File: config.mk
export PLATFORM = sky130hd
export DESIGN_NAME = seq_divider
export DESIGN_NICKNAME = d
export VERILOG_FILES = /design/src/rtl/seq_divider.sv
export SDC_FILE = /design/constraint.sdc
export NUM_CORES = 1
export LEC_CHECK = 0
export BUFFER_PORTS_ARGS = -buffer_cell sky130_fd_sc_hd__buf_2
export CORE_MARGIN = 5
export CORE_UTILIZATION = 30
export DETAILED_ROUTE_END_ITERATION = 12
export GPL_TIMING_DRIVEN = 0
export PLACE_DENSITY = 0.47
export SETUP_SLACK_MARGIN = 0.5
export SYNTH_ARGS = -nofsm -noshare
export SYNTH_HDL_FRONTEND = slang
export SYNTH_SLANG_ARGS = --single-unit
File: constraint.sdc
create_clock -name clk -period 5.7 [get_ports clk]
set_input_delay 0.57 -clock clk [delete_from_list [all_inputs] [get_ports clk]]
set_output_delay 0.57 -clock clk [all_outputs]
set_load 0.02 [all_outputs]
File: src/rtl/seq_divider.sv
// Restoring shift-and-subtract divider: one quotient bit per clock, with signed/unsigned
// quotient and remainder and a fixed 33-cycle latency from accept to done.
module seq_divider #(
  parameter int WIDTH = 32
) (
  input  logic             clk,
  input  logic             reset,
  input  logic             start,
  input  logic             is_signed,
  input  logic [WIDTH-1:0] dividend,
  input  logic [WIDTH-1:0] divisor,
  output logic             busy,
  output logic             done,
  output logic [WIDTH-1:0] quotient,
  output logic [WIDTH-1:0] remainder,
  output logic             div_by_zero
);

  typedef enum logic [1:0] {IDLE, CALC, FIX} state_t;

  localparam logic [5:0] LAST = 6'(WIDTH - 1);

  function automatic logic [WIDTH-1:0] magnitude(input logic sgn, input logic [WIDTH-1:0] v);
    return (sgn && v[WIDTH-1]) ? -v : v;
  endfunction

  function automatic logic [WIDTH-1:0] cond_negate(input logic neg, input logic [WIDTH-1:0] v);
    return neg ? -v : v;
  endfunction

  state_t             state_q, state_d;
  logic [5:0]         cnt_q, cnt_d;
  logic [WIDTH-1:0]   rem_q, rem_d;
  logic [WIDTH-1:0]   q_q, q_d;
  logic [WIDTH-1:0]   dvsr_q, dvsr_d;
  logic [WIDTH-1:0]   dvd_raw_q, dvd_raw_d;
  logic               neg_q_q, neg_q_d;
  logic               neg_r_q, neg_r_d;
  logic [WIDTH-1:0]   quotient_q, quotient_d;
  logic [WIDTH-1:0]   remainder_q, remainder_d;
  logic               dbz_q, dbz_d;
  logic               done_q, done_d;
  logic [WIDTH:0]     rem_shift;
  logic [WIDTH:0]     trial;

  // The stored remainder is always below the divisor, so its top bit of the
  // WIDTH+1-bit working value only exists transiently in rem_shift/trial.
  always_comb begin
    state_d     = state_q;
    cnt_d       = cnt_q;
    rem_d       = rem_q;
    q_d         = q_q;
    dvsr_d      = dvsr_q;
    dvd_raw_d   = dvd_raw_q;
    neg_q_d     = neg_q_q;
    neg_r_d     = neg_r_q;
    quotient_d  = quotient_q;
    remainder_d = remainder_q;
    dbz_d       = dbz_q;
    done_d      = 1'b0;
    rem_shift   = {rem_q, q_q[WIDTH-1]};
    trial       = rem_shift - {1'b0, dvsr_q};

    case (state_q)
      IDLE: begin
        if (start) begin
          state_d   = CALC;
          dvd_raw_d = dividend;
          dvsr_d    = magnitude(is_signed, divisor);
          q_d       = magnitude(is_signed, dividend);
          neg_q_d   = is_signed & (dividend[WIDTH-1] ^ divisor[WIDTH-1]);
          neg_r_d   = is_signed & dividend[WIDTH-1];
          rem_d     = '0;
          cnt_d     = '0;
        end
      end
      CALC: begin
        cnt_d = cnt_q + 6'd1;
        if (!trial[WIDTH]) begin
          rem_d = trial[WIDTH-1:0];
          q_d   = {q_q[WIDTH-2:0], 1'b1};
        end else begin
          rem_d = rem_shift[WIDTH-1:0];
          q_d   = {q_q[WIDTH-2:0], 1'b0};
        end
        if (cnt_q == LAST) state_d = FIX;
      end
      FIX: begin
        // A zero divisor still ran all steps; its result is replaced here.
        if (dvsr_q == '0) begin
          quotient_d  = '1;
          remainder_d = dvd_raw_q;
          dbz_d       = 1'b1;
        end else begin
          quotient_d  = cond_negate(neg_q_q, q_q);
          remainder_d = cond_negate(neg_r_q, rem_q);
          dbz_d       = 1'b0;
        end
        done_d  = 1'b1;
        state_d = IDLE;
      end
      default: state_d = IDLE;
    endcase
  end

  always_ff @(posedge clk) begin
    if (reset) begin
      state_q     <= IDLE;
      done_q      <= 1'b0;
      quotient_q  <= '0;
      remainder_q <= '0;
      dbz_q       <= 1'b0;
    end else begin
      state_q     <= state_d;
      done_q      <= done_d;
      quotient_q  <= quotient_d;
      remainder_q <= remainder_d;
      dbz_q       <= dbz_d;
    end
  end

  always_ff @(posedge clk) begin
    cnt_q     <= cnt_d;
    rem_q     <= rem_d;
    q_q       <= q_d;
    dvsr_q    <= dvsr_d;
    dvd_raw_q <= dvd_raw_d;
    neg_q_q   <= neg_q_d;
    neg_r_q   <= neg_r_d;
  end

  assign busy        = (state_q != IDLE);
  assign done        = done_q;
  assign quotient    = quotient_q;
  assign remainder   = remainder_q;
  assign div_by_zero = dbz_q;

endmodule

# [Word-level counts from Yosys, hierarchy flattened]
# Cells that the tools add are included.
[word_totals] register_bits=204 latch_bits=0 mem_bits_rw=0 rom_bits=0 inputBits=68 output_inout_bits=67 word_cells=54 mem_count=0
[classes] add_sub_neg=6 mul=0 div=0 order_cmp=0 eq_ne=5 shifts=0 n_mux=19 bitwise=3 n_reduce_logical=9
[ops] cell="$mux W32" n=9
[ops] cell="$neg A32 Y32" n=4
[ops] cell="$pmux W32 S2" n=2
[ops] cell="$sub A33 B32 Y33" n=1
[ops] cell="$logic_not A32 Y1" n=1
[ops] cell="$pmux W6 S2" n=1
[ops] cell="$add A6 B1 Y6 const B" n=1
[ops] cell="$eq A6 B5 Y1 const B" n=1
[ops] cell="$mux W6" n=1
[ops] cell="$reduce_and A2 Y1" n=3
[ops] cell="$mux W2" n=2
[ops] cell="$ne A2 B2 Y1 const B" n=2
[ops] cell="$pmux W2 S2" n=1
[ops] cell="$reduce_bool A2 Y1" n=2
[ops] cell="$mux W1" n=3
[ops] cell="$and A1 B1 Y1" n=2
[ops] cell="$eq A2 B1 Y1 const B" n=1
[ops] cell="$eq A2 B2 Y1 const B" n=1
[ops] cell="$logic_and A1 B1 Y1" n=2
[ops] cell="$logic_not A2 Y1" n=1
[ops] cell="$xor A1 B1 Y1" n=1

# [Logic depth before layout (Yosys ltp)]
# Gate-level depths: netlist of run 1.
[logic_depth] ltp_word=4 mapped_depth=14 depth_no_buf=12

# [Worst setup path after synthesis of run 1]
# No wires, ideal clock.
[synth_timing] path_type="register to register" startpoint="reg state_q[1]" endpoint="reg cnt_q[0] (enable)" setup_ns=0.595 t_arrival_ns=5.633 t_required_ns=5.105 setup_slack_ns=-0.528 stages_incl_launch_ff=3 n_path_buf=0 synth_period_minus_slack_ns=6.228 cell_sequence="dfxtp_1 > or2_2 > o21ai_0"
[synth_between] elab_chain_cells=3 word_cells_on_any_way=5 classes_between="eq/ne: 2; reduce/logical: 3"
[synth_lines] element="start, declared" line_no="31" text="state_t state_q, state_d;"
[synth_lines] element="start signal, assigned" line_no="114" text="state_q <= state_d;"
[synth_lines] element="$eq A2 B1 Y1 or $logic_not A2 Y1 (tied branches)" line_no="64" text="case (state_q)"
[synth_lines] element="$reduce_bool A2 Y1 (no line) or $ne A2 B2 Y1 (tied branches)"
[synth_lines] element="$reduce_and A2 Y1 (no line) (*)"
[synth_lines] element="end signal, assigned" line_no="123" text="cnt_q <= cnt_d;"
[synth_lines] element="end, declared" line_no="32" text="logic [5:0] cnt_q, cnt_d;"
# Every way passes the cells marked *; elsewhere a longest branch is shown, timed or not.
# A chain may end at the register's enable or synchronous reset.

# [Worst setup path in the final report of run 1]
[layout_timing] startpoint="reg dvsr_q[0]" endpoint="reg rem_q[27], data pin"
[layout_between] elab_chain_cells=3
[layout_lines] element="start, declared" line_no="35" text="logic [WIDTH-1:0] dvsr_q, dvsr_d;"
[layout_lines] element="start signal, assigned" line_no="126" text="dvsr_q <= dvsr_d;"
[layout_lines] element="$sub A33 B32 Y33" line_no="62" text="trial = rem_shift - {1'b0, dvsr_q};"
[layout_lines] element="$mux W32" line_no="79" text="if (!trial[WIDTH]) begin"
[layout_lines] element="$pmux W32 S2" line_no="64"
[layout_lines] element="end signal, assigned" line_no="124" text="rem_q <= rem_d;"
[layout_lines] element="end, declared" line_no="33" text="logic [WIDTH-1:0] rem_q, rem_d;"
# Every way passes these cells.

==> results of run 1 <==
## state kept, by name, indices dropped and copies added, names as in the netlist, 2 cells and up
name / cells
remainder: 32
quotient: 32
cnt_q: 6
dvsr_q: 32
state_q: 2
rem_q: 32
q_q: 32
dvd_raw_q: 32
## final cells by class
cell class	instances	share of cell area (%)
multi-input combinational	965	42.37
sequential	204	38.30
timing repair buffer	138	5.491
clock buffer	35	4.972
tap	525	4.620
buffer	67	1.822
inverter	59	1.558
clock inverter	11	0.8712
## cells by family after synthesis
family | Yosys count
mux | 12
flops | 204
simple gates | 426
buf+inv | 126
compound gates | 346
fa+ha+maj | 38
xor+xnor | 143
## worst paths after layout
kind / depth (start not counted) / to / slack (ps)
max reg2reg: 13 / rem_q[27]$_SDFFCE_PN0P_ / 1380
max: 13 / rem_q[27]$_SDFFCE_PN0P_ / 1380
min reg2reg: 2 / remainder[6]$_SDFFE_PP0P_ / 450
min: 1 / dvd_raw_q[1]$_DFFE_PP_ / 260
## through the flow
stage          cell area, sq um  power, mW  hold WS, ps
2_1_floorplan             11930      2.608        524.9
3_5_place_dp              13390      2.959        443.5
6_report                  14220      4.543        262.0
3_3_place_gp              13250      2.952        445.1
5_1_grt                   14220      4.792        239.1
4_1_cts                   14220      4.585        238.0
## per-layer routing
layer | wire length, um | part of all wire, %
met1 | 18520 | 49
met2 | 16760 | 44
met3 | 1846 | 4.9
met4 | 786 | 2.1
met5 | 0 | 0
## cell usage in the layout, fill, tap and decap left out, types with 5 or more instances in the layout
master     Yosys  routed
mux2i_1       12      12
nand2_1      129     129
nand3_1       14      14
o21ai_0       75      74
a21oi_1      110     110
nor3_1        22      22
nand2b_1      14      14
or4_1          6       6
a31oi_1        8       8
nor2b_1        9       9
a311oi_1       6       6
dfxtp_1       68      68
nor2_1       150     149
clkbuf_1      55      60
o211ai_1      12      12
xnor2_1       58      58
and2_1         6       6
or3_1         21      21
o31ai_1       20      20
ha_1          37      37
clkinv_2       0       5
a211oi_1      28      28
buf_2          6     139
edfxtp_1     136     136
o22ai_1       27      27
clkbuf_16      0      25
inv_1         59      59
o41ai_1       13      13
xor2_1        85      85
nor4_1        18      18
buf_1          6       6
or2_2          8       8
nand4_1        8       8
a21o_1        14      14
## power by group through the flow
stage | logic [mW] | clock network (mW) | registers [mW]
floorplan | 0.750 | 0 | 1.86
global placement | 1.03 | 0 | 1.93
detailed placement | 1.05 | 0 | 1.91
CTS | 1.06 | 1.65 | 1.88
global route | 1.18 | 1.72 | 1.89
finish | 1.06 | 1.61 | 1.88
==> reports/metrics.csv, run 1 <==
stage,metric,value,unit
run_status,status,finished clean,
placed_design,pre_cts_slack,1492,ps
synth,yosysSeqAreaShare,45.64,%
synth,synth_xor_area_share,10.50,%
timing,worst_slew_pin_slew,893.3,ps
timing,rsz0062_at_grt,false,
clocking,cts_resized,0,
clocking,ctsLongestPathBuffers,3,
routing,post-route-drc-count,0,
layout,fin_cells,2004,
power,ir_drop,0.2003,mV
synth,synth_top_area_share,34.23,%
floorplan,io_pins,135,
synth,ys_types,57,
setup_path,cp_top_family,compound AO/OA/AOI/OAI gates,
clocking,clock_sinks,204,
placed_design,dp_hpwl,29560,um
routing,wire_per_inst,18.92,um
clocking,h-tree-depth,1,
setup_path,worstPathRequired,5980,ps
floorplan,fp.dieH,209.4,um
timing,fin_crit,4322,ps
timing,setup_violations,0,
layout,diodes,0,
synth,yosys_register_bits,204,
placed_design,dp.cells,1958,
global_routing,grt_usage,16.51,%
routing,drt_iter0_drc,679,
synth,synth_top_family_by_area,compound AO/OA/AOI/OAI gates,
clocking,postCtsHoldBufs,0,
synth,synth_warnings,0,
floorplan,die-width,209.4,um
clocking,cts_buffers,25,
power,power_frac_seq,41.3,%
routing,num_vias,10243,
timing,max_freq,231.4,MHz
synth,ys.flop_type,edfxtp_1,
min_path,hold_path_class,in2reg,
setup_path,cp_data_arrival_time,4600,ps
layout,fin_nets,1566,
synth,yosysTopAreaCell,edfxtp_1,
min_path,hold_start,dividend[1],
power,swShare,31.65,%
flow_run,maxCapViolCount,0,
synth,syn_nets,1401,
timing,worst_slack,1378,ps
clocking,clk_latency,540,ps
floorplan,core_area,39550,sq um
global_routing,grt_max_degree,35,
synth,synth_compound_gate_area_share,18.16,%
timing,max_slew_margin,39.90,%
layout,utilization,35.95,%
clocking,cts_setup_buffers,0,
global_routing,grt_pass1_wl,57770,um
global_routing,busiest_layer,met2,
routing,wirelength,37910,um
global_routing,met2_usage,25.88,%
routing,via_per_inst,5.111,
setup_path,worstPathCellList,"ha_1, fa_1, nand2b_1, a21oi_1, o21bai_1, a21boi_1, o2111ai_1, a21oi_1, and2_1, clkbuf_1, clkbuf_1, nor3_1, a211o_1",
synth,synth.cell_area,11930,sq um
layout,drive_gt1_share,13.93,%
synth,synth_simple_gate_area_share,16.62,%
synth,yosys-mux-area-fraction,1.007,%
synth,syn_inst,1295,
setup_path,slowest_stage,clkbuf_1,
setup_path,start_kind,register,
power,p_int,3.105,mW
global_routing,grt_overflow_total,0,
global_routing,met1_usage,24.04,%
synth,synth_area_leaders,"edfxtp_1, dfxtp_1, xor2_1",
global_routing,grt_pass1_vias,9966,
layout,syn_to_final_growth,19.17,%
synth,yosys-top-cells-count,"nor2_1, edfxtp_1, nand2_1",
clocking,path_clk_slew,60,ps
setup_path,cp_slowest_stage_delay,530,ps
timing,final.setup_skew,12.67,ps
synth,async_flop_share,0,%
timing,timing.final.crit_share,75.82,%
power,power_frac_clock,35.4,%
routing,final_antenna_net_count,0,
synth,yosys.area_share.adder,4.048,%
setup_path,endpoint_kind,register,
setup_path,critPathKind,reg2reg,
timing,setup_tns,0,ps
power,leakage,5.600,nW
setup_path,r2r_start,dvsr_q[0]$_DFFE_PP_,
global_routing,grtUsageMet3,2.676,%
clocking,cts_tree,done,
power,pwr-share-comb,23.2,%
floorplan,dieArea,43860,sq um
power,power_density,319.5,nW/um^2
floorplan,initial_core_util,30.17,%
setup_path,startpoint,dvsr_q[0]$_DFFE_PP_,
timing,finalHoldViolCount,0,
synth,syn_area_per_cell,9.213,sq um
clocking,cts-root-buf,clkbuf_16,
floorplan,rows,73,
layout,seq_area,5445,sq um
power,p_sw,1.438,mW
global_routing,grt_antenna_before_repair,0,
layout,final.fill_count,4104,
layout,multiInputGateArea,6025,sq um
placed_design,gp_congestion,0.8655,
synth,synth-edff-count,136,
setup_path,cp_num_buf_inv,2,
setup_path,crit_fanout,10,
synth,synth_most_common_cell,nor2_1,
routing,dr.pass1.iters,5,
placed_design,portBuffers,133,
timing,timing.final.max_slew_violations,0,
Power figures use the tool's default switching activity.
==> inputs of run 2 (changes only) <==
--- a/config.mk
+++ b/config.mk
@@ -10,7 +10,7 @@
 export CORE_UTILIZATION = 30
 export DETAILED_ROUTE_END_ITERATION = 12
 export GPL_TIMING_DRIVEN = 0
-export PLACE_DENSITY = 0.47
+export PLACE_DENSITY = 0.46
 export SETUP_SLACK_MARGIN = 0.5
 export SYNTH_ARGS = -nofsm -noshare
 export SYNTH_HDL_FRONTEND = slang
==> constraint.sdc (replaced) <==
create_clock -name clk -period 4.4 [get_ports clk]
set_input_delay 0.44 -clock clk [delete_from_list [all_inputs] [get_ports clk]]
set_output_delay 0.44 -clock clk [all_outputs]
set_load 0.02 [all_outputs]
==> run 2 against run 1 <==
Compared with the run above: utilization rose by 0.13 points; via count fell by 0.15%; largest cell class unchanged; setup slack got worse by 650 ps; total power rose by 30%; highest routed layer unchanged; critical path depth fell by 1; critical endpoint is now rem_q[30]$_SDFFCE_PN0P_; sequential share of layout area fell by 0.13 points; die area did not move.
==> reports/metrics.csv, run 2 (synthesis results as in run 1) <==
stage,metric,value,unit,change
run_status,status,finished clean,,
layout,final_cell_mix,"nor2_1, buf_2, edfxtp_1",,
placed_design,dp_hpwl,29620,um,+0.20%
setup_path,r2r-end,rem_q[30]$_SDFFCE_PN0P_,,
global_routing,grt_max_degree,33,,-5.7%
power,leakage,5.626,nW,+0.46%
min_path,hold_depth,1,,unchanged
timing,timing.final.max_slew_violations,0,,unchanged
floorplan,die-width,209.4,um,unchanged
min_path,holdPathEnd,dvd_raw_q[1]$_DFFE_PP_,,
setup_path,endpoint_kind,register,,
floorplan,dieArea,43860,sq um,unchanged
routing,drt_iter0_drc,703,,+3.5%
clocking,path_clk_slew,60,ps,about the same
clocking,clk_latency,540,ps,about the same
setup_path,startpoint,dvsr_q[0]$_DFFE_PP_,,
floorplan,core_area,39550,sq um,unchanged
global_routing,grt_antenna_before_repair,0,,unchanged
timing,finalHoldViolCount,0,,unchanged
setup_path,critPathKind,reg2reg,,
placed_design,post_dp_cell_area,13390,sq um,unchanged
layout,multiInputGateArea,6051,sq um,+0.44%
setup_path,r2r_start,dvsr_q[0]$_DFFE_PP_,,
layout,final_common_cell,nor2_1,,
layout,seq_area,5445,sq um,unchanged
routing,final_antenna_net_count,0,,unchanged
floorplan,io_pins,135,,unchanged
routing,wire_per_inst,19.04,um,+0.63%
clocking,cts-root-buf,clkbuf_16,,
timing,rsz0062_at_grt,false,,
floorplan,fp.dieH,209.4,um,unchanged
global_routing,grt_overflow_total,0,,unchanged
timing,max_slew_margin,34.62,%,-5.3 points
setup_path,cp_top_family,compound AO/OA/AOI/OAI gates,,
power,power,5.896,mW,+30%
global_routing,grt_pass1_wl,58640,um,+1.5%
clocking,cts_buffers,26,,+4.0%
setup_path,rrSetupSlack,730,ps,-650 ps
timing,setup_tns,0,ps,unchanged
setup_path,cp_data_arrival_time,4050,ps,-550 ps
min_path,hold_start,dividend[1],,
layout,utilization,36.08,%,+0.13 points
power,power_density,413.2,nW/um^2,+29%
clocking,clock_sinks,204,,unchanged
timing,setup_violations,0,,unchanged
min_path,hold_path_class,in2reg,,
routing,dr.pass1.iters,5,,unchanged
routing,via_per_inst,5.094,,-0.35%
clocking,cts_tree,done,,
clocking,postCtsHoldBufs,0,,unchanged
clocking,h-tree-depth,1,,unchanged
setup_path,cp_num_buf_inv,1,,-1
setup_path,slowest_stage,or4_1,,
placed_design,portBuffers,133,,unchanged
setup_path,cp_slowest_stage_delay,600,ps,+70 ps
setup_path,crit_fanout,7,,-3
timing,max_freq,272.4,MHz,+18%
routing,wirelength,38230,um,+0.83%
routing,post-route-drc-count,0,,unchanged
timing,fin_crit,3671,ps,-651.3 ps
clocking,ctsLongestPathBuffers,3,,unchanged
floorplan,initial_core_util,30.17,%,unchanged
power,ir_drop,0.2555,mV,+28%
placed_design,dp.cells,1958,,unchanged
layout,fin_cells,2008,,+0.20%
flow_run,maxCapViolCount,0,,unchanged
global_routing,grt_pass1_vias,10082,,+1.2%
layout,fin_nets,1570,,+0.26%
setup_path,worstPathCellList,"ha_1, fa_1, nand2b_1, a21oi_4, o21bai_1, a21boi_2, o211a_1, o211ai_1, and2_1, clkbuf_2, or4_1, a21oi_1",,
setup_path,worstPathRequired,4780,ps,-1200 ps
global_routing,grt_usage,16.83,%,+0.32 points
layout,syn_to_final_growth,19.59,%,
routing,num_vias,10228,,-0.15%
placed_design,gp_congestion,0.8677,,+0.25%
layout,drive_gt1_share,14.36,%,+0.43 points
timing,worst_slew_pin_slew,971.8,ps,+78.47 ps
layout,diodes,0,,unchanged
floorplan,rows,73,,unchanged
timing,final.setup_skew,19.81,ps,+7.142 ps
layout,postLayoutCellArea,14270,sq um,+0.35%
setup_path,start_kind,register,,
layout,final.fill_count,4137,,+0.80%
timing,timing.final.crit_share,83.42,%,+7.6 points
setup_path,r2r.worst_path.cells,12,,-1
## run 2: changes by cell type in the layout (fill, tap and decap cells not counted), moves of 2 or more
cell	delta
a21oi_1	-2
clkinv_1	+4
clkbuf_2	+3
clkinvlp_4	-2
buf_4	+5
clkinv_2	-2
clkbuf_1	-2
clkbuf_8	-2
## run 2: layout make-up
| cell class | count | area share [%] |
|---|---|---|
| Sequential cell | 204 | 38.16 |
| Tap cell | 525 | 4.604 |
| Buffer | 67 | 1.912 |
| Multi-Input combinational cell | 965 | 42.41 |
| Clock buffer | 36 | 4.963 |
| Inverter | 59 | 1.552 |
| Clock inverter | 11 | 0.7717 |
| Timing Repair Buffer | 141 | 5.630 |
## run 2: how the worst max path moves through the flow
stage,end,slack (ps),cells after the start
detailed placement,rem_q[27]$_SDFFCE_PN0P_,30,13
global route,rem_q[30]$_SDFFCE_PN0P_,520,12
CTS,rem_q[27]$_SDFFCE_PN0P_,500,13
floorplan,rem_q[27]$_SDFFCE_PN0P_,1140,14
finish,rem_q[30]$_SDFFCE_PN0P_,730,12
global placement,rem_q[27]$_SDFFCE_PN0P_,50,13
## run 2: report_power, final
group / switching [mW] / total, mW / leakage, nW / internal (mW)
Combinational: 0.843 / 1.39 / 3.33 / 0.551
Sequential: 0.188 / 2.44 / 1.89 / 2.25
Clock: 0.832 / 2.07 / 0.399 / 1.23
## run 2: routing by layer
layer / vias up / GRT usage, % / part of all wire (%)
met5: - / 0 / 0
met4: 0 / 3.645 / 1.7
met3: 51 / 2.227 / 4.9
met2: 236 / 26.13 / 44
met1: 4933 / 25.08 / 50
li1: 5008 / - / -
## run 2: stage by stage
step / hold slack (ps) / setup slack, ps
finish: 115.7 / 729.5
CTS: 93.38 / 502.2
floorplan: 524.9 / 1144
global route: 104.5 / 521.4
global placement: 445.3 / 48.63
detailed placement: 445.7 / 25.50
## run 2: timing repair
action | 4_1_cts | 5_1_grt
setup endpoints to repair | 24 | 30
setup buffers | 0 | 3
gates cloned | 0 | 0
gates resized for setup | 9 | 9
pin swaps | 0 | 3
==> inputs of run 3 (changes only) <==
==> constraint.sdc (replaced) <==
create_clock -name clk -period 3.6 [get_ports clk]
set_input_delay 0.36 -clock clk [delete_from_list [all_inputs] [get_ports clk]]
set_output_delay 0.36 -clock clk [all_outputs]
set_load 0.02 [all_outputs]
==> run 3 against run 2 <==
Compared with the run above: sequential share of layout area decreased by 3.1 points; global-route usage grew 0.073 points; largest cell class unchanged; critical path type unchanged; final cell count rose by 3.1%; combinational power is 76% higher; hold slack got worse by 78 ps.
==> reports/metrics.csv, run 3 (synthesis results as in run 1) <==
stage,metric,value,unit,change
run_status,status,finished clean,,
placed_design,post_dp_cell_area,13370,sq um,-0.16%
clocking,clk_latency,560,ps,+20 ps
floorplan,io_pins,135,,unchanged
setup_path,critPathKind,reg2reg,,
timing,setup_tns,0,ps,unchanged
routing,num_vias,10570,,+3.3%
floorplan,dieArea,43860,sq um,unchanged
routing,drt_iter0_drc,700,,-0.43%
power,power_density,520.6,nW/um^2,+26%
routing,wire_per_inst,19.12,um,+0.44%
layout,fin_nets,1633,,+4.0%
timing,max_freq,298.7,MHz,+9.6%
power,power_frac_seq,36.4,%,-4.9 points
global_routing,grt_pass1_wl,58680,um,about the same
setup_path,endpoint_kind,register,,
power,p_sw,2.602,mW,+40%
routing,dr.pass1.iters,5,,unchanged
timing,final.setup_skew,19.95,ps,+0.1328 ps
placed_design,dp.cells,1957,,-0.051%
timing,finalHoldViolCount,0,,unchanged
timing,timing.final.max_slew_violations,0,,unchanged
clocking,ctsLongestPathBuffers,3,,unchanged
placed_design,gp_congestion,0.8572,,-1.2%
floorplan,fp.dieH,209.4,um,unchanged
power,power_frac_clock,33.3,%,-1.7 points
setup_path,cp_data_arrival_time,3760,ps,-290 ps
timing,timing.final.crit_share,93.00,%,+9.6 points
layout,drive_gt1_share,24.45,%,+10 points
layout,fin_cells,2071,,+3.1%
global_routing,grt_pass1_vias,10145,,+0.62%
placed_design,dp_hpwl,29700,um,+0.28%
layout,final_cell_mix,"nor2_1, buf_2, edfxtp_1",,
timing,max_slew_margin,40.14,%,+5.5 points
min_path,hold_path_class,in2reg,,
timing,rsz0062_at_grt,true,,
clocking,cts_buffers,25,,-3.8%
floorplan,rows,73,,unchanged
placed_design,portBuffers,133,,unchanged
layout,final_common_cell,nor2_1,,
power,p_int,5.491,mW,+36%
clocking,clock_sinks,204,,unchanged
power,leakage,6.172,nW,+9.7%
layout,syn_to_final_growth,30.31,%,
floorplan,core_area,39550,sq um,unchanged
clocking,path_clk_slew,60,ps,about the same
timing,worst_slew_pin_slew,897.9,ps,-73.87 ps
timing,setup_violations,0,,unchanged
flow_run,maxCapViolCount,0,,unchanged
layout,postLayoutCellArea,15550,sq um,+9.0%
setup_path,worstPathRequired,4010,ps,-770 ps
setup_path,start_kind,register,,
routing,final_antenna_net_count,0,,unchanged
timing,fin_crit,3348,ps,-322.4 ps
floorplan,initial_core_util,30.17,%,unchanged
clocking,h-tree-depth,1,,unchanged
power,power,8.093,mW,+37%
min_path,hold_depth,1,,unchanged
global_routing,grt_usage,16.91,%,+0.073 points
routing,post-route-drc-count,0,,unchanged
power,ir_drop,0.3592,mV,+41%
routing,wirelength,39600,um,+3.6%
global_routing,grt_max_degree,33,,unchanged
power,pwr-share-comb,30.3,%,+6.7 points
clocking,cts_tree,done,,
setup_path,r2r.worst_path.cells,10,,-2
timing,whs,37.72,ps,-77.96 ps
power,swShare,32.15,%,+0.56 points
routing,via_per_inst,5.104,,+0.20%
floorplan,die-width,209.4,um,unchanged
setup_path,crit_fanout,4,,-3
global_routing,grt_overflow_total,0,,unchanged
global_routing,grt_antenna_before_repair,0,,unchanged
clocking,cts-root-buf,clkbuf_16,,
layout,diodes,0,,unchanged
-- run 3: changes by cell type in the layout (fill, tap and decap cells not counted), moves of 6 or more --
| cell | change |
|---|---|
| a211oi_1 | -13 |
| a211oi_2 | +13 |
| a21oi_1 | -19 |
| a21oi_2 | +19 |
| buf_12 | +6 |
| buf_4 | +47 |
| buf_6 | +7 |
| clkbuf_1 | -8 |
| nand2_1 | -19 |
| nand2_2 | +8 |
| nand2_4 | +10 |
| o21ai_0 | -6 |
-- run 3: layout make-up --
type | instances | area (sq um)
tap | 525 | 656.9
sequential | 204 | 5445
clock inverter | 18 | 236.5
timing repair buffer | 205 | 1385
multi-input combinational | 965 | 6613
buffer | 67 | 352.8
clock buffer | 28 | 636.9
fill | 3999 | 24000
inverter | 59 | 221.5
-- run 3: layer usage --
layer | up-vias | global-route usage [%] | wire length (um)
li1 | 5136 | - | -
met4 | 0 | 4.298 | 892
met5 | - | 0 | 0
met1 | 5160 | 24.65 | 19260
met2 | 235 | 26.54 | 17570
met3 | 39 | 2.302 | 1878
-- run 3: power by group through the flow --
stage	Combinational, mW	Clock, mW	Sequential (mW)
after floorplan	1.20	0	2.94
after detailed placement	1.66	0	3.03
after CTS	1.95	2.77	2.95
final	2.45	2.69	2.95
after global placement	1.64	0	3.04
after global routing	2.66	2.86	2.97
-- run 3: path summary, 6_finish.rpt --
| check | startpoint | to | slack, ps |
|---|---|---|---|
| setup / recovery | rem_q[4]$_SDFFCE_PN0P_ | remainder[21]$_SDFFE_PP0P_ | 250 |
| hold / removal | dividend[27] | dvd_raw_q[27]$_DFFE_PP_ | 40 |
| setup reg to reg | rem_q[4]$_SDFFCE_PN0P_ | remainder[21]$_SDFFE_PP0P_ | 250 |
| hold reg to reg | remainder[8]$_SDFFE_PP0P_ | remainder[8]$_SDFFE_PP0P_ | 450 |
-- run 3: repair_timing --
item,in CTS,in global routing
pin swaps,22,32
gates resized for setup,56,116
buffers inserted,35,29
hold endpoints to repair,1,0
cloned,0,3
hold buffers,1,0
endpoints found under the setup margin,48,79
-- run 3: worst max-delay path: stages (launching register included) --
cell	delay [ps]
edfxtp_1	420
buf_6	150
or4_4	500
or4_4	510
or4_4	490
or3_4	410
o31ai_4	220
xor2_2	210
a211oi_2	120
a21oi_1	130
nor2_1	50
-- run 3: stage by stage --
stage	util (%)	setup WS, ps
2_1_floorplan	-	511.4
5_1_grt	39.31	115.2
6_report	39.31	251.9
3_5_place_dp	33.80	-457.2
3_3_place_gp	33.56	-551.2
4_1_cts	37.31	276.6
